--- src/rtl/fp_pkg.sv ---
// Shared definitions for the pipelined IEEE-754 add/sub unit:
// rounding modes, exception flag bit positions and operand classes.
package fp_pkg;

   localparam logic [1:0] RM_RNE = 2'b00;
   localparam logic [1:0] RM_RTZ = 2'b01;
   localparam logic [1:0] RM_RDN = 2'b10;
   localparam logic [1:0] RM_RUP = 2'b11;

   localparam int FLAG_NX = 0;
   localparam int FLAG_UF = 1;
   localparam int FLAG_OF = 2;
   localparam int FLAG_DZ = 3;
   localparam int FLAG_NV = 4;

   typedef enum logic [2:0] {
      CLS_ZERO,
      CLS_SUB,
      CLS_NORM,
      CLS_INF,
      CLS_QNAN,
      CLS_SNAN
   } fp_cls_e;

endpackage

--- src/rtl/fp_lzc.sv ---
// Combinational leading-zero counter; an all-zero input yields WIDTH.
module fp_lzc #(
   parameter int WIDTH = 27,
   parameter int CW    = $clog2(WIDTH + 1)
) (
   input  logic [WIDTH-1:0] i_data,
   output logic [CW-1:0]    o_cnt
);

   always_comb begin
      o_cnt = CW'(WIDTH);
      for (int i = 0; i < WIDTH; i++) begin
         if (i_data[i]) o_cnt = CW'(WIDTH - 1 - i);
      end
   end

endmodule

--- src/rtl/fp_add_pipe.sv ---
// 3-stage pipelined IEEE-754 adder/subtractor with valid/ready flow control.
// Define FP_ADD_DENORM_EN for subnormal support; otherwise subnormals flush to zero.
module fp_add_pipe
   import fp_pkg::*;
#(
   parameter int EXP_W = 8,
   parameter int MAN_W = 23,
   parameter int W     = 1 + EXP_W + MAN_W
) (
   input  logic         clk,
   input  logic         rst_n,
   input  logic [W-1:0] op_a,
   input  logic [W-1:0] op_b,
   input  logic         sub,
   input  logic [1:0]   round_mode,
   input  logic         start,
   output logic         ready_out,
   output logic         valid_out,
   input  logic         ready_in,
   output logic [W-1:0] result,
   output logic [4:0]   flags
);

   localparam int FW = MAN_W + 4;
   localparam int SW = $clog2(FW + 1);
   localparam int XW = EXP_W + 2;
   localparam logic [EXP_W-1:0] EMAX = '1;
   localparam logic [EXP_W-1:0] EBIG = {{(EXP_W-1){1'b1}}, 1'b0};
   localparam logic [W-1:0] QNAN = {1'b0, EMAX, 1'b1, {(MAN_W-1){1'b0}}};

   function automatic fp_cls_e classify(
      input logic [EXP_W-1:0] e,
      input logic [MAN_W-1:0] f
   );
      if (e == '0) return (f == '0) ? CLS_ZERO : CLS_SUB;
      if (e == EMAX) begin
         if (f == '0) return CLS_INF;
         return f[MAN_W-1] ? CLS_QNAN : CLS_SNAN;
      end
      return CLS_NORM;
   endfunction

   logic w_adv;
   assign w_adv     = !valid_out || ready_in;
   assign ready_out = w_adv;

   logic         r0_v, r0_sub;
   logic [W-1:0] r0_a, r0_b;
   logic [1:0]   r0_rm;

   always_ff @(posedge clk or negedge rst_n) begin
      if (!rst_n) begin
         r0_v   <= 1'b0;
         r0_a   <= '0;
         r0_b   <= '0;
         r0_sub <= 1'b0;
         r0_rm  <= '0;
      end else if (w_adv) begin
         r0_v   <= start;
         r0_a   <= op_a;
         r0_b   <= op_b;
         r0_sub <= sub;
         r0_rm  <= round_mode;
      end
   end

   logic             w_sa, w_sb, w_swap, w_sbig, w_hbig, w_hsm;
   logic [EXP_W-1:0] w_ea, w_eb, w_ebig, w_esm, w_xbig, w_xsm, w_diff;
   logic [MAN_W-1:0] w_fa, w_fb, w_fbig, w_fsm;
   fp_cls_e          w_ca, w_cb;
   logic [SW-1:0]    w_sh;
   logic [FW-1:0]    w_mbig, w_msm0, w_msmr, w_msm;
   logic             w_lost, w_ainf, w_binf, w_nan, w_nv;

   always_comb begin
      w_sa = r0_a[W-1];
      w_sb = r0_b[W-1] ^ r0_sub;
      w_ea = r0_a[W-2:MAN_W];
      w_eb = r0_b[W-2:MAN_W];
      w_fa = r0_a[MAN_W-1:0];
      w_fb = r0_b[MAN_W-1:0];
`ifndef FP_ADD_DENORM_EN
      if (w_ea == '0) w_fa = '0;
      if (w_eb == '0) w_fb = '0;
`endif
      w_ca   = classify(w_ea, w_fa);
      w_cb   = classify(w_eb, w_fb);
      w_swap = {w_eb, w_fb} > {w_ea, w_fa};
      w_sbig = w_swap ? w_sb : w_sa;
      w_ebig = w_swap ? w_eb : w_ea;
      w_fbig = w_swap ? w_fb : w_fa;
      w_esm  = w_swap ? w_ea : w_eb;
      w_fsm  = w_swap ? w_fa : w_fb;
      // Subnormals and zeros align as exponent 1 with no hidden bit
      w_hbig = w_ebig != '0;
      w_hsm  = w_esm != '0;
      w_xbig = w_hbig ? w_ebig : EXP_W'(1);
      w_xsm  = w_hsm ? w_esm : EXP_W'(1);
      w_diff = w_xbig - w_xsm;
      if (32'(w_diff) > 32'(FW - 1)) w_sh = SW'(FW - 1);
      else w_sh = SW'(w_diff);
      w_mbig = {w_hbig, w_fbig, 3'b000};
      w_msm0 = {w_hsm, w_fsm, 3'b000};
      w_msmr = w_msm0 >> w_sh;
      w_lost = |(w_msm0 & ~({FW{1'b1}} << w_sh));
      w_msm  = {w_msmr[FW-1:1], w_msmr[0] | w_lost};
      w_ainf = w_ca == CLS_INF;
      w_binf = w_cb == CLS_INF;
      w_nan  = (w_ca == CLS_QNAN) || (w_ca == CLS_SNAN) ||
               (w_cb == CLS_QNAN) || (w_cb == CLS_SNAN) ||
               (w_ainf && w_binf && (w_sa != w_sb));
      w_nv   = (w_ca == CLS_SNAN) || (w_cb == CLS_SNAN) ||
               (w_ainf && w_binf && (w_sa != w_sb));
   end

   logic             r1_v, r1_s, r1_esub, r1_nan, r1_nv, r1_inf, r1_infs;
   logic [EXP_W-1:0] r1_e;
   logic [FW-1:0]    r1_mb, r1_ms;
   logic [1:0]       r1_rm;

   always_ff @(posedge clk or negedge rst_n) begin
      if (!rst_n) begin
         r1_v    <= 1'b0;
         r1_s    <= 1'b0;
         r1_esub <= 1'b0;
         r1_e    <= '0;
         r1_mb   <= '0;
         r1_ms   <= '0;
         r1_nan  <= 1'b0;
         r1_nv   <= 1'b0;
         r1_inf  <= 1'b0;
         r1_infs <= 1'b0;
         r1_rm   <= '0;
      end else if (w_adv) begin
         r1_v    <= r0_v;
         r1_s    <= w_sbig;
         r1_esub <= w_sa ^ w_sb;
         r1_e    <= w_xbig;
         r1_mb   <= w_mbig;
         r1_ms   <= w_msm;
         r1_nan  <= w_nan;
         r1_nv   <= w_nv;
         r1_inf  <= w_ainf || w_binf;
         r1_infs <= w_ainf ? w_sa : w_sb;
         r1_rm   <= r0_rm;
      end
   end

   logic [FW:0]   w_sum;
   logic [SW-1:0] w_lz, w_lsh;
   logic [FW-1:0] w_nm;
   logic [XW-1:0] w_ne;
   logic          w_flush;

   assign w_sum = r1_esub ? ({1'b0, r1_mb} - {1'b0, r1_ms})
                          : ({1'b0, r1_mb} + {1'b0, r1_ms});

   fp_lzc #(.WIDTH(FW), .CW(SW)) u_lzc (
      .i_data (w_sum[FW-1:0]),
      .o_cnt  (w_lz)
   );

   always_comb begin
      w_lsh   = w_lz;
      w_flush = 1'b0;
`ifdef FP_ADD_DENORM_EN
      if (32'(w_lz) > 32'(r1_e) - 32'd1) w_lsh = SW'(r1_e - EXP_W'(1));
`else
      w_flush = !w_sum[FW] && (w_sum[FW-1:0] != '0) &&
                (32'(w_lz) >= 32'(r1_e));
`endif
      w_nm = w_sum[FW-1:0] << w_lsh;
      w_ne = XW'(r1_e) - XW'(w_lsh);
      if (!w_nm[FW-1]) w_ne = '0;
      if (w_sum[FW]) begin
         w_nm = {w_sum[FW:2], |w_sum[1:0]};
         w_ne = XW'(r1_e) + XW'(1);
      end
   end

   logic          r2_v, r2_s, r2_esub, r2_nan, r2_nv, r2_inf, r2_infs;
   logic          r2_flush;
   logic [XW-1:0] r2_e;
   logic [FW-1:0] r2_m;
   logic [1:0]    r2_rm;

   always_ff @(posedge clk or negedge rst_n) begin
      if (!rst_n) begin
         r2_v     <= 1'b0;
         r2_s     <= 1'b0;
         r2_esub  <= 1'b0;
         r2_e     <= '0;
         r2_m     <= '0;
         r2_flush <= 1'b0;
         r2_nan   <= 1'b0;
         r2_nv    <= 1'b0;
         r2_inf   <= 1'b0;
         r2_infs  <= 1'b0;
         r2_rm    <= '0;
      end else if (w_adv) begin
         r2_v     <= r1_v;
         r2_s     <= r1_s;
         r2_esub  <= r1_esub;
         r2_e     <= w_ne;
         r2_m     <= w_nm;
         r2_flush <= w_flush;
         r2_nan   <= r1_nan;
         r2_nv    <= r1_nv;
         r2_inf   <= r1_inf;
         r2_infs  <= r1_infs;
         r2_rm    <= r1_rm;
      end
   end

   logic [MAN_W:0]   w_keep;
   logic [MAN_W+1:0] w_kr;
   logic [MAN_W-1:0] w_rf;
   logic [XW-1:0]    w_re;
   logic             w_nx, w_inc, w_of, w_oinf, w_zs;
   logic [W-1:0]     w_res;
   logic [4:0]       w_flg;

   always_comb begin
      w_keep = r2_m[FW-1:3];
      w_nx   = |r2_m[2:0];
      w_inc  = 1'b0;
      w_oinf = 1'b1;
      unique case (r2_rm)
         RM_RNE: w_inc = r2_m[2] && (r2_m[1] || r2_m[0] || w_keep[0]);
         RM_RTZ: w_oinf = 1'b0;
         RM_RDN: begin
            w_inc  = w_nx && r2_s;
            w_oinf = r2_s;
         end
         RM_RUP: begin
            w_inc  = w_nx && !r2_s;
            w_oinf = !r2_s;
         end
      endcase
      w_kr = {1'b0, w_keep} + {{(MAN_W+1){1'b0}}, w_inc};
      w_rf = w_kr[MAN_W+1] ? '0 : w_kr[MAN_W-1:0];
      // A subnormal that rounds up into the hidden bit becomes exponent 1
      if (w_kr[MAN_W+1]) w_re = r2_e + XW'(1);
      else if ((r2_e == '0) && w_kr[MAN_W]) w_re = XW'(1);
      else w_re = r2_e;
      w_of = w_re >= XW'(EMAX);
      w_zs = r2_esub ? (r2_rm == RM_RDN) : r2_s;
      w_res = '0;
      w_flg = '0;
      if (r2_nan) begin
         w_res = QNAN;
         w_flg[FLAG_NV] = r2_nv;
      end else if (r2_inf) begin
         w_res = {r2_infs, EMAX, {MAN_W{1'b0}}};
      end else if (r2_flush) begin
         w_res = {r2_s, {(W-1){1'b0}}};
         w_flg[FLAG_UF] = 1'b1;
         w_flg[FLAG_NX] = 1'b1;
      end else if (w_of) begin
         w_res = w_oinf ? {r2_s, EMAX, {MAN_W{1'b0}}}
                        : {r2_s, EBIG, {MAN_W{1'b1}}};
         w_flg[FLAG_OF] = 1'b1;
         w_flg[FLAG_NX] = 1'b1;
      end else if (r2_m == '0) begin
         w_res = {w_zs, {(W-1){1'b0}}};
      end else begin
         w_res = {r2_s, w_re[EXP_W-1:0], w_rf};
         w_flg[FLAG_NX] = w_nx;
         w_flg[FLAG_UF] = w_nx && (r2_e == '0);
      end
   end

   always_ff @(posedge clk or negedge rst_n) begin
      if (!rst_n) begin
         valid_out <= 1'b0;
         result    <= '0;
         flags     <= '0;
      end else if (w_adv) begin
         valid_out <= r2_v;
         if (r2_v) begin
            result <= w_res;
            flags  <= w_flg;
         end
      end
   end

endmodule
--- config.mk ---
export PLATFORM = sky130hd
export DESIGN_NAME = fp_add_pipe
export DESIGN_NICKNAME = d
export VERILOG_FILES = /design/src/rtl/fp_pkg.sv /design/src/rtl/fp_lzc.sv /design/src/rtl/fp_add_pipe.sv
export SDC_FILE = /design/constraint.sdc
export NUM_CORES = 1
export LEC_CHECK = 0
export CAP_MARGIN = 20
export CORE_UTILIZATION = 60
export DETAILED_ROUTE_END_ITERATION = 8
export GPL_ROUTABILITY_DRIVEN = 0
export PLACE_DENSITY = 0.8
export SYNTH_ARGS = -nofsm -noshare
export SYNTH_HDL_FRONTEND = slang
export SYNTH_SLANG_ARGS = --single-unit
--- constraint.sdc ---
create_clock -name clk -period 12.3 [get_ports clk]
set_input_delay 1.845 -clock clk [delete_from_list [all_inputs] [get_ports clk]]
set_output_delay 1.845 -clock clk [all_outputs]
set_load 0.01 [all_outputs]
==> impl_metrics.env <==
export IMPL_drc=0
export IMPL_whs_ps=468
export IMPL_synthDistinctLibCells=92
export IMPL_holdPathStages=2
export IMPL_tightest_slew_ps=1100
export IMPL_syn_area_mm2=0.0187
export IMPL_die_area_mm2=0.0319
export IMPL_syn_inst=2446
export IMPL_ff2ff_path_depth=35
export IMPL_die_h_um=179
export IMPL_cp_common_cell="nor2_1"
export IMPL_clk_path_buf_depth=3
export IMPL_clk_pin_slew_worst_paths_ps=60
export IMPL_firstDrtPassIters=7
export IMPL_critPathMaxFanout=39
export IMPL_start_util=0.611
export IMPL_fin_crit_sh=0.868
export IMPL_fp_coreArea_mm2=0.0307
export IMPL_hpwl_mm=44.2
export IMPL_synth_seq_cells=220
export IMPL_synth_area_leaders="dfrtp_1, nand2_1, ha_1, mux2i_1, a21oi_1"
export IMPL_post_cts_buffers=0
export IMPL_overflow=0
export IMPL_cp_slowest_cell="a211o_1"
export IMPL_skew_ps=11.9
export IMPL_final_nets=2626
export IMPL_syn_avg_cell_area_um2=7.66
export IMPL_io_buffers=108
export IMPL_postCtsHoldBufs=0
export IMPL_max_freq_mhz=93.7
export IMPL_pre_cts_slack_ps=2040
export IMPL_fp_dieW_um=179
export IMPL_syn2layout_area_growth_pct=11.2
export IMPL_drv_slew=0
export IMPL_n_antenna_cell=0
export IMPL_hold_class="reg2reg"
export IMPL_fin_setup_tns_ps=0
export IMPL_yosysSeqAreaShare=0.294
export IMPL_grt_total_usage=0.376
export IMPL_drive_gt1_frac=0.0538
export IMPL_synth_common_cells="nand2_1, dfrtp_1, nor2_1"
export IMPL_vias=19600
export IMPL_period_needed_ps=10680
export IMPL_clock_latency_ps=550
export IMPL_endpoint_kind="register"
export IMPL_clock_sinks=220
export IMPL_first_iter_violations=2842
export IMPL_crit_type="reg2reg"
export IMPL_numCtsBuffers=25
export IMPL_synth_nets=2617
export IMPL_root_buffer="clkbuf_16"
export IMPL_async_flop_share=1.00
export IMPL_synth_top_cell_by_area="dfrtp_1"
export IMPL_required_ps=12740
export IMPL_synth_enable_flop_cells=0
export IMPL_rsz0062_at_grt="no"
export IMPL_routed_wl_mm=60.0
export IMPL_grt_max_degree=92
export IMPL_drtAntennaViolNets=0
export IMPL_grt_pass1_vias=17800
export IMPL_rows=64
export IMPL_cts_tree="done"
export IMPL_setup_viol=0
export IMPL_max_stage_delay_ps=900
export IMPL_yosysMostFrequentCell="nand2_1"
export IMPL_ios=110
export IMPL_drv_cap=0
export IMPL_start_kind="register"
export IMPL_ys_flop_type="dfrtp_1"
export IMPL_maxSlewHeadroom=0.258
export IMPL_setup_slack_ps=1620
export IMPL_arrival_ps=11110
export IMPL_synth_top_area_frac=0.294
export IMPL_cts_resized_gates=0
export IMPL_grt_pass1_wl_mm=95.6
export IMPL_status="finished clean"
export IMPL_viasPerCell=6.85
export IMPL_yosysWarnings=0
export IMPL_htree_levels=1
export IMPL_hold_violations=0
export IMPL_avgRoutedWirePerCell_um=20.9
export IMPL_antenna_found_initial=1
## through the flow
step,instances,instance area [um2],util
finish,2868,20800,0.679
global placement,2821,19900,0.650
detailed placement,2822,19900,0.650
global route,2868,20800,0.679
floorplan,2446,18700,-
CTS,2866,20800,0.677
## cells by family (layout without fill, tap and decap cells)
kind of cell / after synthesis / count (layout) / share of synthesized area
xor gates and xnor gates: 75 / 75 / 0.0351
DFF: 220 / 220 / 0.294
muxes: 132 / 132 / 0.0717
buffers and inverters: 258 / 284 / 0.0550
and+or+nand+nor: 961 / 961 / 0.232
other: 1 / 1 / 0.000200
adders and majority gates: 100 / 100 / 0.0680
AOI/OAI and AO/OA: 699 / 699 / 0.244
## flip-flops by register name, indices dropped and copies added (netlist names), 2 cells and up
register	cells
r1_ms	27
r0_a	32
r2_rm	2
result	32
flags	4
r1_e	8
r2_e	10
r2_m	27
r1_rm	2
r1_mb	24
r0_rm	2
r0_b	32
## cell usage in the layout, fill, tap and decap left out, drive strengths merged, types with 15 or more instances in the layout
cell type      synthesis  layout
o21a                  19      19
nor2                 211     211
mux2                  17      17
nand3                 51      51
ha                    97      97
xnor2                 47      47
a21o                  24      24
nor3                  63      63
a31oi                 32      32
nand4                 40      40
inv                  104     107
or3                   19      19
o22ai                 26      26
nand2b                27      27
nor4                  30      30
mux2i                115     115
a211oi                39      39
o21ai                180     180
o211ai                33      33
nor2b                 23      23
a22o                  23      23
dfrtp                220     220
o31ai                 15      15
clkdlybuf4s50          0     107
nand2                446     446
a21oi                173     173
buf                   35      28
clkbuf               118      30
xor2                  28      28
## worst max-delay path: cells and delay by family, from the launching register on
family	cells	cell delay, ps
compound gates	16	4730
fa+ha+maj	3	1050
buf+inv	3	1050
flops	1	440
mux	1	290
simple gates	12	2970
## cell type report
type,instances,area [um2]
multi-input combinational,1968,12300
fill,2577,9850
sequential,220,5510
timing repair buffer,135,1330
clock buffer,30,674
tap,396,495
inverter,105,399
clock inverter,14,154
## final timing paths
| check | slack, ps | start | end |
|---|---|---|---|
| max in group asynchronous | 9600 | rst_n | r1_ms[26]$_DFFE_PN0N_ |
| worst max-delay path | 1620 | r0_b[25]$_DFFE_PN0N_ | r1_ms[0]$_DFFE_PN0N_ |
| worst min register to register | 470 | r0_a[2]$_DFFE_PN0N_ | r0_a[2]$_DFFE_PN0N_ |
| min in group asynchronous | 1250 | rst_n | r1_mb[15]$_DFFE_PN0N_ |
| worst max register to register | 1620 | r0_b[25]$_DFFE_PN0N_ | r1_ms[0]$_DFFE_PN0N_ |
| worst min-delay path | 470 | r0_a[2]$_DFFE_PN0N_ | r0_a[2]$_DFFE_PN0N_ |
## layer usage
metal / up-vias / routed length (um) / GRT usage / part of all wire
li1: 8811 / - / - / -
met5: - / 13 / 0 / 0.00022
met2: 1394 / 26100 / 0.566 / 0.44
met1: 9150 / 24100 / 0.526 / 0.40
met3: 283 / 6800 / 0.0712 / 0.11
met4: 2 / 2960 / 0.162 / 0.049
Power is not shown: default switching activity piles up to over one toggle a cycle in this logic, so the estimate is an artifact.
